## config.mk

```make
export PLATFORM = sky130hd
export DESIGN_NAME = uart_rx_flat
export DESIGN_NICKNAME = d
export VERILOG_FILES = /design/src/rtl/uart_rx_pkg.sv /design/src/rtl/uart_rx_if.sv /design/src/rtl/uart_baud_tick.sv /design/src/rtl/uart_rx.sv /design/src/flat_wrapper.sv
export SDC_FILE = /design/constraint.sdc
export NUM_CORES = 1
export LEC_CHECK = 0
export BUFFER_PORTS_ARGS = -buffer_cell sky130_fd_sc_hd__buf_2
export CAP_MARGIN = 20
export CORE_ASPECT_RATIO = 0.6
export CORE_MARGIN = 8
export CORE_UTILIZATION = 40
export CTS_CLUSTER_DIAMETER = 200
export DETAILED_ROUTE_END_ITERATION = 16
export GPL_ROUTABILITY_DRIVEN = 0
export PLACE_DENSITY = 0.55
export SETUP_SLACK_MARGIN = 0.05
export SLEW_MARGIN = 30
export SYNTH_ARGS = -nofsm -noshare
export SYNTH_HDL_FRONTEND = slang
export SYNTH_SLANG_ARGS = --single-unit
```

## constraint.sdc

```tcl
create_clock -name clk -period 2.8 [get_ports clk]
set_input_delay 0.42 -clock clk [delete_from_list [all_inputs] [get_ports clk]]
set_output_delay 0.42 -clock clk [all_outputs]
set_load 0.02 [all_outputs]
```

## src/rtl/uart_rx_pkg.sv

```systemverilog
// Shared UART definitions: state encoding, widths and the receiver register set.
package uart_rx_pkg;

    localparam int DIV_W      = 24;  // baud divisor width
    localparam int MAX_DATA_W = 9;   // widest data word
    localparam int CNT_W      = 4;   // tick-in-bit and bit counters (OSR <= 16)

    // Encoding is shared with the transmitter.
    typedef enum logic [3:0] {
        IDLE  = 4'd0,
        START = 4'd1,
        DATA  = 4'd2,
        STOP  = 4'd3
    } uart_state_e;

    // Complete receiver state; all-zero is the reset/clear value.
    typedef struct packed {
        uart_state_e             state;
        logic [CNT_W-1:0]        tick_cnt;  // oversample tick within current bit
        logic [CNT_W-1:0]        bit_cnt;   // data or stop bit index
        logic [MAX_DATA_W-1:0]   word;      // word being assembled
        logic [1:0]              smp;       // first two of the three majority samples
        logic                    ferr;      // a stop sample was low in this frame
        logic                    d9;        // data9b latched at start
        logic                    s2;        // stop2b latched at start
        logic                    wr;        // rf_write pulse
        logic [MAX_DATA_W-1:0]   wbyte;     // last word pushed
        logic                    fe_p;      // frame_err pulse
        logic                    ov_p;      // overrun_err pulse
    } rx_regs_t;

endpackage

```

## src/rtl/uart_rx_if.sv

```systemverilog
// Receive-FIFO write port: the receiver pushes words, the FIFO reports full.
interface uart_rx_if;
    import uart_rx_pkg::*;

    logic                  rf_write;
    logic [MAX_DATA_W-1:0] rf_wbyte;
    logic                  rf_full;

    modport master (output rf_write, output rf_wbyte, input rf_full);
    modport slave  (input rf_write, input rf_wbyte, output rf_full);
endinterface

```

## src/rtl/uart_baud_tick.sv

```systemverilog
// Oversample tick generator: one clk-wide tick every ckdiv+1 clocks.
module uart_baud_tick
    import uart_rx_pkg::*;
(
    input  logic             clk,
    input  logic             rst_n,
    input  logic             clr_n,
    input  logic [DIV_W-1:0] ckdiv,
    output logic             tick
);

    logic [DIV_W-1:0] cnt_q;

    // ckdiv is read only at reload, so a new value takes effect on the next period.
    assign tick = (cnt_q == '0);

    // Down counter reloading ckdiv when it reaches zero.
    always_ff @(posedge clk or negedge rst_n) begin
        // NOTE: state registers use non-blocking assignment so every flop samples pre-edge values.
        if (!rst_n) begin
            cnt_q <= '0;
        end else if (!clr_n) begin
            cnt_q <= '0;
        end else if (tick) begin
            cnt_q <= ckdiv;
        end else begin
            cnt_q <= cnt_q - 1'b1;
        end
    end

endmodule

```

## src/rtl/uart_rx.sv

```systemverilog
// UART receiver: synchronizer, start detection, majority sampling, 8/9 data bits,
// 1/2 stop bits, push to receive FIFO with frame and overrun error pulses.
module uart_rx
    import uart_rx_pkg::*;
#(
    parameter int OSR         = 16,
    parameter int SYNC_STAGES = 2
) (
    input  logic             clk,
    input  logic             rst_n,
    input  logic             clr_n,
    input  logic [DIV_W-1:0] ckdiv,
    input  logic             data9b,
    input  logic             stop2b,
    input  logic             uart_rxd,
    output logic             rxbusy,
    output logic             frame_err,
    output logic             overrun_err,
    uart_rx_if.master        rf
);

    localparam logic [CNT_W-1:0] TICK_LO   = CNT_W'(OSR / 2 - 1);
    localparam logic [CNT_W-1:0] TICK_MID  = CNT_W'(OSR / 2);
    localparam logic [CNT_W-1:0] TICK_HI   = CNT_W'(OSR / 2 + 1);
    localparam logic [CNT_W-1:0] TICK_LAST = CNT_W'(OSR - 1);

    logic                   tick;
    logic [SYNC_STAGES-1:0] sync_q;
    logic [SYNC_STAGES-1:0] vld_q;
    logic                   rxd_prev_q;
    logic                   rxd_s;
    logic                   line_vld;
    logic                   fall;
    logic                   maj;
    logic                   frame;
    rx_regs_t               r_q;
    rx_regs_t               r_d;

    uart_baud_tick u_baud_tick (
        .clk   (clk),
        .rst_n (rst_n),
        .clr_n (clr_n),
        .ckdiv (ckdiv),
        .tick  (tick)
    );

    assign rxd_s    = sync_q[SYNC_STAGES-1];
    assign line_vld = vld_q[SYNC_STAGES-1];
    // The previous-value flop only holds 1 once a real high has come through the
    // synchronizer, so a line already low at reset release never looks like an edge.
    assign fall     = line_vld & rxd_prev_q & ~rxd_s;
    assign maj      = (r_q.smp[0] & r_q.smp[1]) | (r_q.smp[0] & rxd_s) | (r_q.smp[1] & rxd_s);
    assign frame    = r_q.ferr | ~maj;

    assign rxbusy      = (r_q.state != IDLE);
    assign rf.rf_write = r_q.wr;
    assign rf.rf_wbyte = r_q.wbyte;
    assign frame_err   = r_q.fe_p;
    assign overrun_err = r_q.ov_p;

    // Input synchronizer (idle-high reset), flush tracker and edge-detect history.
    always_ff @(posedge clk or negedge rst_n) begin
        if (!rst_n) begin
            sync_q     <= '1;
            vld_q      <= '0;
            rxd_prev_q <= 1'b0;
        end else if (!clr_n) begin
            sync_q     <= '1;
            vld_q      <= '0;
            rxd_prev_q <= 1'b0;
        end else begin
            sync_q     <= (sync_q << 1) | SYNC_STAGES'(uart_rxd);
            vld_q      <= (vld_q << 1) | SYNC_STAGES'(1'b1);
            rxd_prev_q <= rxd_s & line_vld;
        end
    end

    // FSM and datapath register; clear and reset both return everything to zero.
    always_ff @(posedge clk or negedge rst_n) begin
        if (!rst_n) begin
            r_q <= '0;
        end else if (!clr_n) begin
            r_q <= '0;
        end else begin
            r_q <= r_d;
        end
    end

    // Next-state logic: bit timing, sampling, shifting and completion.
    always_comb begin
        // NOTE: every field gets a default first so no path leaves a latch behind.
        r_d      = r_q;
        r_d.wr   = 1'b0;
        r_d.fe_p = 1'b0;
        r_d.ov_p = 1'b0;

        if (tick && r_q.state != IDLE) begin
            r_d.tick_cnt = r_q.tick_cnt + 1'b1;
            if (r_q.tick_cnt == TICK_LO)  r_d.smp[0] = rxd_s;
            if (r_q.tick_cnt == TICK_MID) r_d.smp[1] = rxd_s;
        end

        unique case (r_q.state)
            IDLE: begin
                if (fall) begin
                    r_d.state    = START;
                    r_d.tick_cnt = '0;
                    r_d.bit_cnt  = '0;
                    r_d.word     = '0;
                    r_d.ferr     = 1'b0;
                    r_d.d9       = data9b;
                    r_d.s2       = stop2b;
                end
            end

            START: begin
                if (tick) begin
                    if (r_q.tick_cnt == TICK_HI && maj) begin
                        r_d.state = IDLE;  // glitch, not a start bit
                    end else if (r_q.tick_cnt == TICK_LAST) begin
                        r_d.state    = DATA;
                        r_d.tick_cnt = '0;
                        r_d.bit_cnt  = '0;
                    end
                end
            end

            DATA: begin
                if (tick) begin
                    if (r_q.tick_cnt == TICK_HI) begin
                        r_d.word[r_q.bit_cnt] = maj;
                    end
                    if (r_q.tick_cnt == TICK_LAST) begin
                        r_d.tick_cnt = '0;
                        if (r_q.bit_cnt == (r_q.d9 ? CNT_W'(8) : CNT_W'(7))) begin
                            r_d.state   = STOP;
                            r_d.bit_cnt = '0;
                        end else begin
                            r_d.bit_cnt = r_q.bit_cnt + 1'b1;
                        end
                    end
                end
            end

            STOP: begin
                if (tick) begin
                    if (r_q.tick_cnt == TICK_HI) begin
                        if (r_q.bit_cnt == CNT_W'(r_q.s2)) begin
                            // Finish mid-way through the last stop bit so the next
                            // start edge can arrive as early as the sender allows.
                            r_d.state = IDLE;
                            r_d.fe_p  = frame;
                            if (rf.rf_full) begin
                                r_d.ov_p = 1'b1;
                            end else begin
                                r_d.wr    = 1'b1;
                                r_d.wbyte = r_q.word;
                            end
                        end else begin
                            r_d.ferr = frame;
                        end
                    end
                    if (r_q.tick_cnt == TICK_LAST) begin
                        r_d.tick_cnt = '0;
                        r_d.bit_cnt  = r_q.bit_cnt + 1'b1;
                    end
                end
            end

            default: r_d.state = IDLE;
        endcase
    end

endmodule

```

## src/flat_wrapper.sv

```systemverilog
// flat-port wrapper written by rule: the top's interface ports become plain ports
module uart_rx_flat import uart_rx_pkg::*;
#(
    parameter int OSR         = 16,
    parameter int SYNC_STAGES = 2
)
  (clk, rst_n, clr_n, ckdiv, data9b, stop2b, uart_rxd, rxbusy, frame_err, overrun_err, rf_rf_write, rf_rf_wbyte, rf_rf_full);
  uart_rx_if rf_i ();
  input  logic clk;
  input  logic rst_n;
  input  logic clr_n;
  input  logic [DIV_W-1:0] ckdiv;
  input  logic data9b;
  input  logic stop2b;
  input  logic uart_rxd;
  output logic rxbusy;
  output logic frame_err;
  output logic overrun_err;
  output wire logic [$bits(rf_i.rf_write)-1:0] rf_rf_write;
  output wire logic [$bits(rf_i.rf_wbyte)-1:0] rf_rf_wbyte;
  input wire logic [$bits(rf_i.rf_full)-1:0] rf_rf_full;
  assign rf_rf_write = rf_i.rf_write;
  assign rf_rf_wbyte = rf_i.rf_wbyte;
  assign rf_i.rf_full = rf_rf_full;
  uart_rx #(.OSR(OSR), .SYNC_STAGES(SYNC_STAGES)) u_core (.clk(clk), .rst_n(rst_n), .clr_n(clr_n), .ckdiv(ckdiv), .data9b(data9b), .stop2b(stop2b), .uart_rxd(uart_rxd), .rxbusy(rxbusy), .frame_err(frame_err), .overrun_err(overrun_err), .rf(rf_i));
endmodule
```

==> summary.md <==
| Metric | Value |
|---|---|
| CP Class | flop to flop |
| Hold buffers post-CTS | 0 |
| Worst Setup SP | u_core.r_q[34] |
| Distinct cell type count of the synthesized netlist | 63 |
| Yosys top cell area share | 0.415 |
| Top Ports | 44 |
| Post-synth EDFFs | 0 |
| Tightest Pin Transition | 0.786 ns |
| Top_reg_cell synth | dfrtp_1 |
| CP max stage delay | 0.64 ns |
| Antenna violation net count after detailed routing | 0 |
| Remaining global-route overflow | 0 |
| Worst reg-to-reg setup slack | between 0.4 and 0.5 ns |
| Cell accounting for the most synthesized area | dfrtp_1 |
| CTS sink count | 65 |
| Count leader, synth | dfrtp_1 |
| CP max-delay cell | or4b_2 |
| Largest cells by area after synthesis | dfrtp_1, ha_1, a211oi_1 |
| Routed vias/inst | 5.40 |
| R2R Path End | u_core.rf.rf_wbyte[5] |
| H-tree depth | 3 |
| Fin crit period | 2.38 ns |
| Buffers added on ports | between 40 and 50 |
| Syn Inst Count | 377 |
| Hold crit path type | input port to asynchronous set/reset pin |
| Hpwl dp | between 6000 and 7000 µm |
| Worst-path cell chain | ha_1 -> or4b_2 -> nor2_1 -> and4b_1 -> a22o_1 |
| Clock Latency Late Sink | 0.33 ns |
| Nets | 455 |
| Crit path to | u_core.rf.rf_wbyte[5] |
| Worst Path Max Fanout | 10 |
| Fraction of layout cells with a size suffix above 1 | 0.210 |
| First-pass GRT wire length | 15,200 µm |
| RSZ-0062 raised after global routing | false |
| CTS tree | built |
| Slew margin rel. | 0.476 |
| Startpoint types | flop |
| Final Hold Vio Count | 0 |
| Ys Warns | 0 |
| Total power draw | approximately 3.5 mW |
| Max-cap violations | 0 |
| WP data required | 3.07 ns |
| Clk_skew | 0.00968 ns |
| Iter 0 DRT Violations | 181 |
| Clock Path Buffers | 2 |
| Floorplan core area | just over 9000 µm² |
| Post-synth ARST share | 1.00 |
| Sequential share of the synthesized area | 0.429 |
| Area Overhead vs Synth | 15.9% |
| Crit path DAT | 2.65 ns |
| Largest net degree at the start of global routing | 39 |
| GRT Resource Usage Total | 0.145 |
| Leakage power | about 1.9 nW |
| Pre-antenna DRT Iters | 4 |
| Via count | between 2,000 and 3,000 |
| R2R Path Start | u_core.r_q[34] |
| Syn Area/Cell | 10.1 µm² |
| CP endpoint kind | flop |
| Count of final setup violators | 0 |
| Clock root cell | clkbuf_16 |
| Final period utilization | 0.851 |
| Synth Cell Area | 3790 µm² |
| DIE WIDTH | 142 µm |
| Clock buffer count from CTS | 9 |
| Postcts setup bufs | 0 |
| Die height | roughly 91 µm |
| #FFs+latches synth | 65 |
| Routed len/inst | 16.2 µm |
| Initial core utilization | 0.413 |
| Syn Nets | 422 |
| Vias in the first global route | 2,841 |
| Post-Route WL | slightly below 9000 µm |
| Status | complete, no violations |
| Diode count | 0 |
| VDD IR max | 400 µV |
| Dpl cells | between 500 and 600 |
| DRC errors left | 0 |
| FMAX | about 420 MHz |
| Post-synth top cells | dfrtp_1, nor2_1, nand2_1 |
| Final Max Slew Viols | 0 |
| Row count | 27 |
| CTS resizes | 0 |
| R2r worst-path depth | 5 |
| Clock-pin slew on the worst setup and hold paths | around 0.06 ns |
| Layout Cells excl Fill | 545 |
| Die area | 13,000 µm² |
| Power Density | between 700 and 800 nW/µm² |
| Initial antenna violation count | 0 |
| Final setup TNS | 0 ns |
## where the power goes
group / internal, mW / total [mW] / switching [mW]
combinational: 0.425 / 1.09 / 0.668
sequential: 1.05 / 1.19 / 0.137
clock: 0.786 / 1.21 / 0.429
## worst min path at each step
| stage | start | endpoint | slack [ns] |
|---|---|---|---|
| 2_1_floorplan | rst_n | u_core.frame_err | 0.12 |
| 3_3_place_gp | u_core.vld_q[0] | u_core.vld_q[1] | 0.44 |
| 3_5_place_dp | u_core.u_baud_tick.cnt_q[0] | u_core.u_baud_tick.cnt_q[0] | 0.45 |
| 4_1_cts | rst_n | u_core.u_baud_tick.cnt_q[19] | 0.14 |
| 5_1_grt | rst_n | u_core.u_baud_tick.cnt_q[19] | 0.17 |
| 6_report | rst_n | u_core.u_baud_tick.cnt_q[19] | 0.12 |
## state kept, by name (all words and copies together), names as in the netlist, 2 cells and up
| name | count |
|---|---|
| u_core.r_q | 24 |
| u_core.rf.rf_wbyte | 9 |
| u_core.sync_q | 2 |
| u_core.u_baud_tick.cnt_q | 24 |
| u_core.vld_q | 2 |
## stage by stage
step,cell area (µm²),hold slack [ns],setup slack (ns),utilization
4_1_cts,4400,0.140,0.407,0.478
3_3_place_gp,4070,0.439,0.498,0.443
6_report,4400,0.124,0.418,0.478
5_1_grt,4400,0.166,0.245,0.478
2_1_floorplan,3790,0.124,0.718,-
3_5_place_dp,4070,0.446,0.438,0.443
## critical path: cells and delay by family, from the launching register on
| kind | cells | cell delay [ns] |
|---|---|---|
| simple gates | 3 | 1.35 |
| flops | 1 | 0.40 |
| fa+ha+maj | 1 | 0.35 |
| compound gates | 1 | 0.21 |
## cells in the final DEF (no fill, tap or decap), types with 3 or more instances in the layout
cell type,count
a211oi_1,22
a21o_1,6
a21oi_1,12
a22o_1,9
a41oi_1,4
and2_1,3
and3_1,3
and4_1,4
and4_2,4
buf_2,43
buf_4,4
clkbuf_16,9
dfrtp_1,63
ha_1,14
inv_1,12
mux2i_1,6
nand2_1,24
nand2b_1,4
nand3_1,9
nand3b_1,3
nand4_1,3
nor2_1,44
nor3_1,9
nor4_1,9
nor4_4,5
o21ai_0,7
o2bb2ai_1,5
o31ai_1,5
or3_1,3
or4_1,4
xnor2_1,17
xor2_1,6
## per-layer routing
layer | vias to the layer above | part of all wire | global-route usage | routed length [µm]
met2 | 87 | 0.38 | 0.185 | 3380
met3 | 7 | 0.070 | 0.0465 | 617
li1 | 1456 | - | - | -
met5 | - | 0 | 0 | 0
met4 | 0 | 0.0072 | 0.0347 | 64
met1 | 1392 | 0.54 | 0.223 | 4770
## cell families (layout without fill, tap and decap cells)
group           after synthesis  in the layout  synth area share
fa+ha+maj                    14             14            0.0462
compound gates               83             83             0.161
mux                           6              6            0.0158
simple gates                147            147             0.241
buf+inv                      39             77            0.0531
xor+xnor                     23             23            0.0531
flops                        65             65             0.429
## area by class of cell
class                   count  area (µm²)
clock buffers               9         225
clock inverters             7         101
fillers                   889        4790
inverters                  13        48.8
multi-input cells         273        1960
flip-flops and latches     65        1630
well taps                 130         163
repair buffers             48         265
(Power assumes the default switching activity.)
